[config.mk]
export PLATFORM = sky130hd
export DESIGN_NAME = mem_arbiter_flat
export DESIGN_NICKNAME = d
export VERILOG_FILES = /design/src/rtl/mem_arb_pkg.sv /design/src/rtl/mem_arbiter_if.sv /design/src/rtl/mem_arb_pick.sv /design/src/rtl/mem_arbiter.sv /design/src/flat_wrapper.sv
export SDC_FILE = /design/constraint.sdc
export NUM_CORES = 1
export LEC_CHECK = 0
export ABC_AREA = 1
export ABC_CLOCK_PERIOD_IN_PS = 1900
export BUFFER_PORTS_ARGS = -buffer_cell sky130_fd_sc_hd__clkbuf_2
export CAP_MARGIN = 20
export CORE_MARGIN = 5
export CORE_UTILIZATION = 35
export CTS_CLUSTER_SIZE = 12
export DETAILED_ROUTE_END_ITERATION = 10
export PLACE_DENSITY = 0.77
export SYNTH_ARGS = -nofsm -noshare
export SYNTH_HDL_FRONTEND = slang
export SYNTH_SLANG_ARGS = --single-unit
export TNS_END_PERCENT = 1
[constraint.sdc]
create_clock -name clk -period 1.9 [get_ports clk]
set_input_delay 0.38 -clock clk [delete_from_list [all_inputs] [get_ports clk]]
set_output_delay 0.38 -clock clk [all_outputs]
set_load 0.03 [all_outputs]
[src/rtl/mem_arb_pkg.sv]
// rtl/mem_arb_pkg.sv - shared state encoding, port ids and counter width for mem_arbiter
package mem_arb_pkg;

    typedef enum logic [2:0] {
        IDLE   = 3'd0,
        ACCESS = 3'd1,
        WAIT   = 3'd2,
        DONE   = 3'd3,
        CLR    = 3'd4
    } state_t;

    localparam logic PORT_I = 1'b0;
    localparam logic PORT_D = 1'b1;

    localparam int CNT_W = 4;

endpackage

[src/rtl/mem_arbiter_if.sv]
// rtl/mem_arbiter_if.sv - requester and Memory bus bundle for mem_arbiter
// slave modport: arbiter side (takes requests, drives Memory strobes)
// master modport: requesters plus Memory model side
interface mem_arbiter_if #(
    parameter int ADDR_W = 16,
    parameter int DATA_W = 16
);
    logic              req0;
    logic              req1;
    logic              we0;
    logic              we1;
    logic [ADDR_W-1:0] addr0;
    logic [ADDR_W-1:0] addr1;
    logic [DATA_W-1:0] wdata0;
    logic [DATA_W-1:0] wdata1;
    logic              done0;
    logic              done1;
    logic [DATA_W-1:0] rdata;
    logic              clr_req;
    logic              clr_done;
    logic [ADDR_W-1:0] mem_address;
    logic [DATA_W-1:0] mem_data_to_write;
    logic              mem_writeif;
    logic              mem_readif;
    logic              mem_clear;
    logic [DATA_W-1:0] mem_output_data;

    modport slave (
        input  req0, req1, we0, we1, addr0, addr1, wdata0, wdata1, clr_req, mem_output_data,
        output done0, done1, rdata, clr_done,
               mem_address, mem_data_to_write, mem_writeif, mem_readif, mem_clear
    );

    modport master (
        output req0, req1, we0, we1, addr0, addr1, wdata0, wdata1, clr_req, mem_output_data,
        input  done0, done1, rdata, clr_done,
               mem_address, mem_data_to_write, mem_writeif, mem_readif, mem_clear
    );
endinterface

[src/rtl/mem_arb_pick.sv]
// rtl/mem_arb_pick.sv - combinational winner select for the two requesters
// Inputs: req0, req1, last_served (only with MEM_ARB_ROUND_ROBIN_EN)
// Outputs: grant_id (PORT_I/PORT_D), grant_valid
// MEM_ARB_ROUND_ROBIN_EN: ties go to the port not served last; otherwise port 1 wins ties.
module mem_arb_pick
    import mem_arb_pkg::*;
(
    input  logic req0,
    input  logic req1,
`ifdef MEM_ARB_ROUND_ROBIN_EN
    input  logic last_served,
`endif
    output logic grant_id,
    output logic grant_valid
);

    always_comb begin
        grant_valid = req0 | req1;
        grant_id    = req1 ? PORT_D : PORT_I;
`ifdef MEM_ARB_ROUND_ROBIN_EN
        if (req0 && req1) begin
            grant_id = ~last_served;
        end
`endif
    end

endmodule

[src/rtl/mem_arbiter.sv]
// rtl/mem_arbiter.sv - two-port arbiter/sequencer for the single-port Memory block
// Ports: clk, reset (sync, active-high), bus (mem_arbiter_if.slave: requests, done/rdata,
//        clear handshake, Memory address/data/strobes/output_data)
// Optional: MEM_ARB_ROUND_ROBIN_EN selects round-robin tie breaking.
module mem_arbiter
    import mem_arb_pkg::*;
#(
    parameter int ADDR_W = 16,
    parameter int DATA_W = 16,
    parameter int RD_LAT = 1
) (
    input  logic           clk,
    input  logic           reset,
    mem_arbiter_if.slave   bus
);

    localparam logic [CNT_W-1:0] RD_LOAD = CNT_W'(RD_LAT - 1);

    state_t            state;
    logic              lat_we;
    logic              lat_port;
    logic [ADDR_W-1:0] lat_addr;
    logic [DATA_W-1:0] lat_wdata;
    logic [CNT_W-1:0]  rd_cnt;
    logic              done0_q;
    logic              done1_q;
    logic              clr_done_q;
    logic              writeif_q;
    logic              readif_q;
    logic              clear_q;
    logic [DATA_W-1:0] rdata_q;
    logic              grant_id;
    logic              grant_valid;

`ifdef MEM_ARB_ROUND_ROBIN_EN
    logic              last_served;
`endif

    mem_arb_pick u_pick (
        .req0        (bus.req0),
        .req1        (bus.req1),
`ifdef MEM_ARB_ROUND_ROBIN_EN
        .last_served (last_served),
`endif
        .grant_id    (grant_id),
        .grant_valid (grant_valid)
    );

    always_ff @(posedge clk) begin
        if (reset) begin
            state      <= IDLE;
            lat_we     <= 1'b0;
            lat_port   <= PORT_I;
            lat_addr   <= '0;
            lat_wdata  <= '0;
            rd_cnt     <= '0;
            done0_q    <= 1'b0;
            done1_q    <= 1'b0;
            clr_done_q <= 1'b0;
            writeif_q  <= 1'b0;
            readif_q   <= 1'b0;
            clear_q    <= 1'b0;
            rdata_q    <= '0;
`ifdef MEM_ARB_ROUND_ROBIN_EN
            last_served <= PORT_D;
`endif
        end else begin
            // every strobe and pulse is single-cycle; re-asserted only on entry to its state
            done0_q    <= 1'b0;
            done1_q    <= 1'b0;
            clr_done_q <= 1'b0;
            writeif_q  <= 1'b0;
            readif_q   <= 1'b0;
            clear_q    <= 1'b0;
            case (state)
                IDLE: begin
                    if (bus.clr_req) begin
                        state      <= CLR;
                        clear_q    <= 1'b1;
                        clr_done_q <= 1'b1;
                    end else if (grant_valid) begin
                        state     <= ACCESS;
                        lat_port  <= grant_id;
                        lat_we    <= (grant_id == PORT_D) ? bus.we1    : bus.we0;
                        lat_addr  <= (grant_id == PORT_D) ? bus.addr1  : bus.addr0;
                        lat_wdata <= (grant_id == PORT_D) ? bus.wdata1 : bus.wdata0;
                        if ((grant_id == PORT_D) ? bus.we1 : bus.we0) begin
                            writeif_q <= 1'b1;
                        end else begin
                            readif_q <= 1'b1;
                        end
`ifdef MEM_ARB_ROUND_ROBIN_EN
                        last_served <= grant_id;
`endif
                    end
                end
                ACCESS: begin
                    if (lat_we) begin
                        state   <= DONE;
                        done0_q <= (lat_port == PORT_I);
                        done1_q <= (lat_port == PORT_D);
                    end else begin
                        state  <= WAIT;
                        rd_cnt <= RD_LOAD;
                    end
                end
                WAIT: begin
                    if (rd_cnt == '0) begin
                        state   <= DONE;
                        rdata_q <= bus.mem_output_data;
                        done0_q <= (lat_port == PORT_I);
                        done1_q <= (lat_port == PORT_D);
                    end else begin
                        rd_cnt <= rd_cnt - 1'b1;
                    end
                end
                DONE:    state <= IDLE;
                CLR:     state <= IDLE;
                default: state <= IDLE;
            endcase
        end
    end

    // the latch itself feeds Memory, so address/data stay stable around the strobe
    assign bus.mem_address       = lat_addr;
    assign bus.mem_data_to_write = lat_wdata;
    assign bus.mem_writeif       = writeif_q;
    assign bus.mem_readif        = readif_q;
    assign bus.mem_clear         = clear_q;
    assign bus.done0             = done0_q;
    assign bus.done1             = done1_q;
    assign bus.clr_done          = clr_done_q;
    assign bus.rdata             = rdata_q;

endmodule

[src/flat_wrapper.sv]
// flat-port wrapper written by rule: the top's interface ports become plain ports
module mem_arbiter_flat import mem_arb_pkg::*;
#(
    parameter int ADDR_W = 16,
    parameter int DATA_W = 16,
    parameter int RD_LAT = 1
)
  (clk, reset, bus_req0, bus_req1, bus_we0, bus_we1, bus_addr0, bus_addr1, bus_wdata0, bus_wdata1, bus_clr_req, bus_mem_output_data, bus_done0, bus_done1, bus_rdata, bus_clr_done, bus_mem_address, bus_mem_data_to_write, bus_mem_writeif, bus_mem_readif, bus_mem_clear);
  mem_arbiter_if #(.ADDR_W(ADDR_W), .DATA_W(DATA_W)) bus_i ();
  input  logic clk;
  input  logic reset;
  input wire logic [$bits(bus_i.req0)-1:0] bus_req0;
  input wire logic [$bits(bus_i.req1)-1:0] bus_req1;
  input wire logic [$bits(bus_i.we0)-1:0] bus_we0;
  input wire logic [$bits(bus_i.we1)-1:0] bus_we1;
  input wire logic [$bits(bus_i.addr0)-1:0] bus_addr0;
  input wire logic [$bits(bus_i.addr1)-1:0] bus_addr1;
  input wire logic [$bits(bus_i.wdata0)-1:0] bus_wdata0;
  input wire logic [$bits(bus_i.wdata1)-1:0] bus_wdata1;
  input wire logic [$bits(bus_i.clr_req)-1:0] bus_clr_req;
  input wire logic [$bits(bus_i.mem_output_data)-1:0] bus_mem_output_data;
  output wire logic [$bits(bus_i.done0)-1:0] bus_done0;
  output wire logic [$bits(bus_i.done1)-1:0] bus_done1;
  output wire logic [$bits(bus_i.rdata)-1:0] bus_rdata;
  output wire logic [$bits(bus_i.clr_done)-1:0] bus_clr_done;
  output wire logic [$bits(bus_i.mem_address)-1:0] bus_mem_address;
  output wire logic [$bits(bus_i.mem_data_to_write)-1:0] bus_mem_data_to_write;
  output wire logic [$bits(bus_i.mem_writeif)-1:0] bus_mem_writeif;
  output wire logic [$bits(bus_i.mem_readif)-1:0] bus_mem_readif;
  output wire logic [$bits(bus_i.mem_clear)-1:0] bus_mem_clear;
  assign bus_i.req0 = bus_req0;
  assign bus_i.req1 = bus_req1;
  assign bus_i.we0 = bus_we0;
  assign bus_i.we1 = bus_we1;
  assign bus_i.addr0 = bus_addr0;
  assign bus_i.addr1 = bus_addr1;
  assign bus_i.wdata0 = bus_wdata0;
  assign bus_i.wdata1 = bus_wdata1;
  assign bus_i.clr_req = bus_clr_req;
  assign bus_i.mem_output_data = bus_mem_output_data;
  assign bus_done0 = bus_i.done0;
  assign bus_done1 = bus_i.done1;
  assign bus_rdata = bus_i.rdata;
  assign bus_clr_done = bus_i.clr_done;
  assign bus_mem_address = bus_i.mem_address;
  assign bus_mem_data_to_write = bus_i.mem_data_to_write;
  assign bus_mem_writeif = bus_i.mem_writeif;
  assign bus_mem_readif = bus_i.mem_readif;
  assign bus_mem_clear = bus_i.mem_clear;
  mem_arbiter #(.ADDR_W(ADDR_W), .DATA_W(DATA_W), .RD_LAT(RD_LAT)) u_core (.clk(clk), .reset(reset), .bus(bus_i));
endmodule
=== Word-level counts from Yosys, hierarchy flattened ===
Index checks and enable logic that the tools add are counted.

* Register bits after elaboration: 62
* Output and inout bits: 54

* Add/sub/neg operators: 1
* Eq/ne operators: 6
* Mux-type cells: 21
* Bitwise gates (word level): 5
* Reductions and logical operators: 9

{| class="wikitable"
|+ Operator list
! cell !! count
|-
| 2-to-1 mux 16 bit || 2
|-
| 2-to-1 mux 1 bit || 10
|-
| 2-to-1 mux 3 bit || 3
|-
| one-hot mux 3 bit (3 select lines) || 1
|-
| 2-to-1 mux 4 bit || 2
|-
| one-hot mux 4 bit (2 select lines) || 1
|-
| AND reduction 3 bit || 2
|-
| logical NOT 4 bit || 1
|-
| != test 2 bit (second input constant) || 2
|-
| inverter 1 bit || 4
|-
| one-hot mux 1 bit (2 select lines) || 2
|-
| AND reduction 2 bit || 2
|-
| OR reduction 4 bit || 1
|-
| subtractor 4 x 1 -> 4 bit (second input constant) || 1
|-
| equality test 3 x 1 -> 1 bit (second input constant) || 1
|-
| equality test 3 x 2 -> 1 bit (second input constant) || 1
|-
| logical NOT 3 bit || 1
|-
| != test 3 x 2 -> 1 bit (second input constant) || 1
|-
| != test 2 x 1 -> 1 bit (second input constant) || 1
|-
| nonzero test 2 bit || 1
|-
| OR reduction 2 bit || 1
|-
| OR 1 bit || 1
|}

=== Logic depth before layout (Yosys ltp) ===
* Depth in word-level cells: 4
* Mapped depth: 9
* Gate-level depth less buffers: 9

=== Cells and area by module ===
A second synthesis with hierarchy kept.

* Cells, all modules: 305
* Area total of the unflattened synthesis: 2585.0 sq um

{| class="wikitable"
|+ Modules (own cells, without submodules)
! module !! instances !! cells an instance !! area an instance (sq um)
|-
| mem_arbiter || 1 || 301 || 2566.2
|-
| mem_arb_pick || 1 || 4 || 18.8
|}

=== Least setup slack after synthesis ===
OpenSTA, ideal clock, no wires.

* Path type: register -> register
* Start point: register u_core.rd_cnt[0]
* End point: register u_core.rd_cnt[0]
* Setup time: 116 ps
* Arrival: 1236 ps
* Path slack: 548 ps
* Stages on the path, launching flop included: 9
* Path buffers: 0
* Cells stage by stage: dfxtp_1 inv_1 ha_1 nand2_1 nor2_1 nand2_1 nand3_1 o21ai_0 nor2_1

* Cells in the longest elaborated chain, start to end: 3
* Elaborated cells between the ends (all ways): 6
* Those cells by class: add/sub (1); eq/ne (1); mux (2); reduce/logical (2)

{| class="wikitable"
|+ Ends and longest elaborated chain
! item !! line !! text
|-
| start, declared || mem_arbiter.sv:24 || <nowiki>logic [CNT_W-1:0] rd_cnt;</nowiki>
|-
| start signal, assigned || mem_arbiter.sv:114 || <nowiki>rd_cnt <= rd_cnt - 1'b1;</nowiki>
|-
| subtractor 4 x 1 -> 4 bit or logical NOT 4 bit (tied branches) || mem_arbiter.sv:114, mem_arbiter.sv:108 ||
|-
| 2-to-1 mux 4 bit or != test 2 bit (tied branches) || n/a ||
|-
| one-hot mux 4 bit (2 select lines) or AND reduction 3 bit (tied branches) || n/a ||
|}

Several ways; a longest one is shown, not always the timed one. The select of a mux whose other input is x is not followed.
A chain may end at the register's enable or synchronous reset.

=== Worst setup path in the final report ===
* Start point: register u_core.state[2]
* End point: register u_core.lat_wdata[11], in the netlist u_core.bus.mem_data_to_write[11]

* Cells in the longest elaborated chain, start to end: 2

{| class="wikitable"
|+ Ends and longest elaborated chain
! item !! line !! text
|-
| start, declared || mem_arbiter.sv:19 || <nowiki>state_t state;</nowiki>
|-
| start signal, assigned || mem_arbiter.sv:51 || <nowiki>state <= IDLE;</nowiki>
|-
| start signal, assigned || mem_arbiter.sv:78 || <nowiki>state <= CLR;</nowiki>
|-
| start signal, assigned || mem_arbiter.sv:82 || <nowiki>state <= ACCESS;</nowiki>
|-
| logical NOT 3 bit || mem_arbiter.sv:75 || <nowiki>case (state)</nowiki>
|-
| AND reduction 3 bit (no line) || n/a ||
|-
| end signal, assigned || mem_arbiter.sv:86 || <nowiki>lat_wdata <= (grant_id == PORT_D) ? bus.wdata1 : bus.wdata0;</nowiki>
|-
| end, declared || mem_arbiter.sv:23 || <nowiki>logic [DATA_W-1:0] lat_wdata;</nowiki>
|}

No other way between the ends.

==> results.json <==
{
  "status": "completed",
  "post_cts_buffers": 0,
  "n_antenna_cell": 0,
  "cp-end-kind": "flip-flop",
  "period_needed_ps": 1520,
  "slew_headroom_pct": 73.8,
  "core_region_area_um2": 7210,
  "synthesis.nets": 388,
  "tns_ps": 0,
  "clock_sinks": 62,
  "fmax_mhz": 658,
  "syn_area_per_cell_um2": 8.57,
  "cp.required_ps": 2150,
  "yosysUniqueCellTypes": 25,
  "power_density_nw_per_um2": 1100,
  "ff2ff_path_depth": 6,
  "synth_top_area_cell": "dfxtp_1",
  "vias": 2511,
  "worst-r2r-setup-slack_ps": 380,
  "io_buffers": 140,
  "synth_top_area_share_pct": 48.3,
  "nets": 525,
  "grt_pass1_vias": 2570,
  "place_hpwl_um": 5520,
  "rsz0062_at_grt": "false",
  "grt_pass1_wl_um": 11400,
  "die-area_um2": 9160,
  "setup_viol": 0,
  "drt-initial-drc-count": 91,
  "cts-root-buf": "clkbuf_8",
  "drc": 0,
  "p_leak_nw": 1.84,
  "die_h_um": 95.7,
  "nFillCells": 729,
  "drt_pass1_iterations": 4,
  "ios": 141,
  "instances_no_fill": 541,
  "drv_slew": 0,
  "cts_tree": "built",
  "grt_max_degree": 62,
  "path_clk_slew_ps": 80,
  "cts_buffers": 9,
  "tightest_slew_ps": 393,
  "drive_above_1_share_pct": 40.0,
  "crit_path_start_kind": "flip-flop",
  "placed_cells": 525,
  "post_cts_resized": 0,
  "finalCritPeriodShare_pct": 80.0,
  "cp.arrival_ps": 1770,
  "area_growth_pct": 40.9,
  "gp_congestion": 0.769,
  "hold_depth": 3,
  "initial_utilization_pct": 35.6,
  "fin_ws_ps": 381,
  "cts_hold_buffers": 0,
  "fin_worst_skew_ps": 13.2,
  "cp_max_fo": 61,
  "ir_drop_mv": 0.658,
  "cts_buffer_depth": 2,
  "drt_wl_total_um": 7080,
  "vias_per_cell": 4.64,
  "synth_seq_cells": 62,
  "maxCapViolations": 0,
  "r2r-end": "u_core.bus.mem_data_to_write[11]$_SDFFE_PP0P_",
  "whs_ps": 265,
  "reg2reg_from": "u_core.state[2]$_SDFFE_PP0P_",
  "layout_common_cells": "140 x clkbuf_2, 62 x dfxtp_1, 50 x nor2_1, 40 x o21ai_0, 32 x mux2i_1",
  "critPathKind": "flip-flop to flip-flop",
  "die_w_um": 95.7,
  "dpl_worst_slack_ps": 395,
  "netlist_area_um2": 2570,
  "clkLatencyLatePin_ps": 330,
  "netlist_instances": 300,
  "hold_class": "input pin to flip-flop",
  "min_to": "u_core.bus.rdata[0]$_SDFFE_PP0P_",
  "grt_overflow": 0,
  "grt_util_all_layers_pct": 15.9,
  "antenna_left": 0,
  "synth.area.top_cells": "dfxtp_1 48%, mux2i_1 12%, o21ai_0 7.8%, nor2_1 7.3%, a21oi_1 5.3%",
  "yosysWarnings": 0,
  "rows": 31,
  "wl_per_cell_um": 13.1,
  "design_power_total_mw": 3.99,
  "hold_start": "bus_mem_output_data[0]",
  "cts-htree-levels": 3,
  "hold_violations": 0,
  "seq_area_frac_synth_pct": 48.3,
  "antenna_found_initial": 0,
  "layout_commonest_cell": "clkbuf_2"
}
## worst max-delay path: stages (launching register included)
cell	delay (ps)
dfxtp_1	340
nor2_2	190
nand3_2	140
nor2_4	190
buf_12	270
o21ai_0	120
a21oi_1	160
## kinds of logic (layout without fill, tap and decap cells)
kind of cell,count (synthesis),count (layout),share of synthesized area (%)
simple gates,81,81,13.2
fa+ha+maj,1,1,0.487
mux,32,32,12.5
compound gates,90,90,19.1
flops,62,62,48.3
xor+xnor,1,1,0.341
buf+inv,33,175,6.13
## layout make-up
| cell class | count | area [um^2] | area share, % |
|---|---|---|---|
| Sequential cell | 62 | 1240 | 34.3 |
| Clock buffer | 10 | 138 | 3.80 |
| Tap cell | 99 | 124 | 3.42 |
| Multi-Input combinational cell | 205 | 1180 | 32.5 |
| Inverter | 14 | 52.6 | 1.45 |
| Clock inverter | 6 | 115 | 3.18 |
| Timing Repair Buffer | 145 | 776 | 21.4 |
## flip-flops by register name, summed over array words and instances, names as in the netlist
name / cells
u_core.bus.done1: 1
u_core.bus.mem_readif: 1
u_core.rd_cnt: 4
u_core.bus.mem_writeif: 1
u_core.state: 3
u_core.bus.clr_done: 1
u_core.bus.done0: 1
u_core.bus.mem_data_to_write: 16
u_core.bus.mem_address: 16
u_core.bus.rdata: 16
u_core.lat_port: 1
u_core.lat_we: 1
## how the worst max path moves through the flow
stage	startpoint	end	slack, ps	cells past startpoint
2_1_floorplan	u_core.rd_cnt[0]$_SDFFE_PP0P_	u_core.rd_cnt[0]$_SDFFE_PP0P_	550	8
3_3_place_gp	bus_req1	u_core.lat_we$_SDFFE_PP0P_	430	7
3_5_place_dp	u_core.rd_cnt[0]$_SDFFE_PP0P_	u_core.rd_cnt[0]$_SDFFE_PP0P_	390	7
4_1_cts	u_core.rd_cnt[0]$_SDFFE_PP0P_	u_core.rd_cnt[0]$_SDFFE_PP0P_	390	7
5_1_grt	u_core.state[0]$_SDFFE_PP0P_	u_core.bus.mem_data_to_write[11]$_SDFFE_PP0P_	230	6
6_report	u_core.state[2]$_SDFFE_PP0P_	u_core.bus.mem_data_to_write[11]$_SDFFE_PP0P_	380	6
## where the power goes
group | internal [mW] | leakage, nW | total (mW) | switching, mW
Sequential | 1.46 | 0.508 | 1.54 | 0.0866
Clock | 0.917 | 0.124 | 1.45 | 0.537
Combinational | 0.333 | 1.20 | 0.995 | 0.662
## synth_stat cells
cell and instances:
a21oi_1 27, a21oi_2 10, buf_1 1, buf_2 9, buf_4 4, buf_6 1, clkbuf_1 4, dfxtp_1 62
ha_1 1, inv_1 13, inv_2 1, mux2i_1 32, nand2_1 16, nand2_2 1, nand3_1 7, nand3_2 1
nand4_1 2, nor2_1 50, nor2_2 2, nor2_4 1, nor3_1 1, o211ai_1 1, o21ai_0 40, o21ai_1 12
xnor2_1 1
## per-stage QoR
step | area [um^2] | utilization (%)
after floorplan | 2570 | -
after global placement | 3370 | 46.7
after detailed placement | 3370 | 46.7
after CTS | 3620 | 50.2
after global routing | 3620 | 50.2
final | 3620 | 50.2
## metal layers
metal  track usage [%]  wire length, um
met1              18.2             2900
met3              5.00              550
met5                 0                0
met4              5.92               75
met2              27.6             3560
No activity file was read; power rests on OpenSTA's default activity.
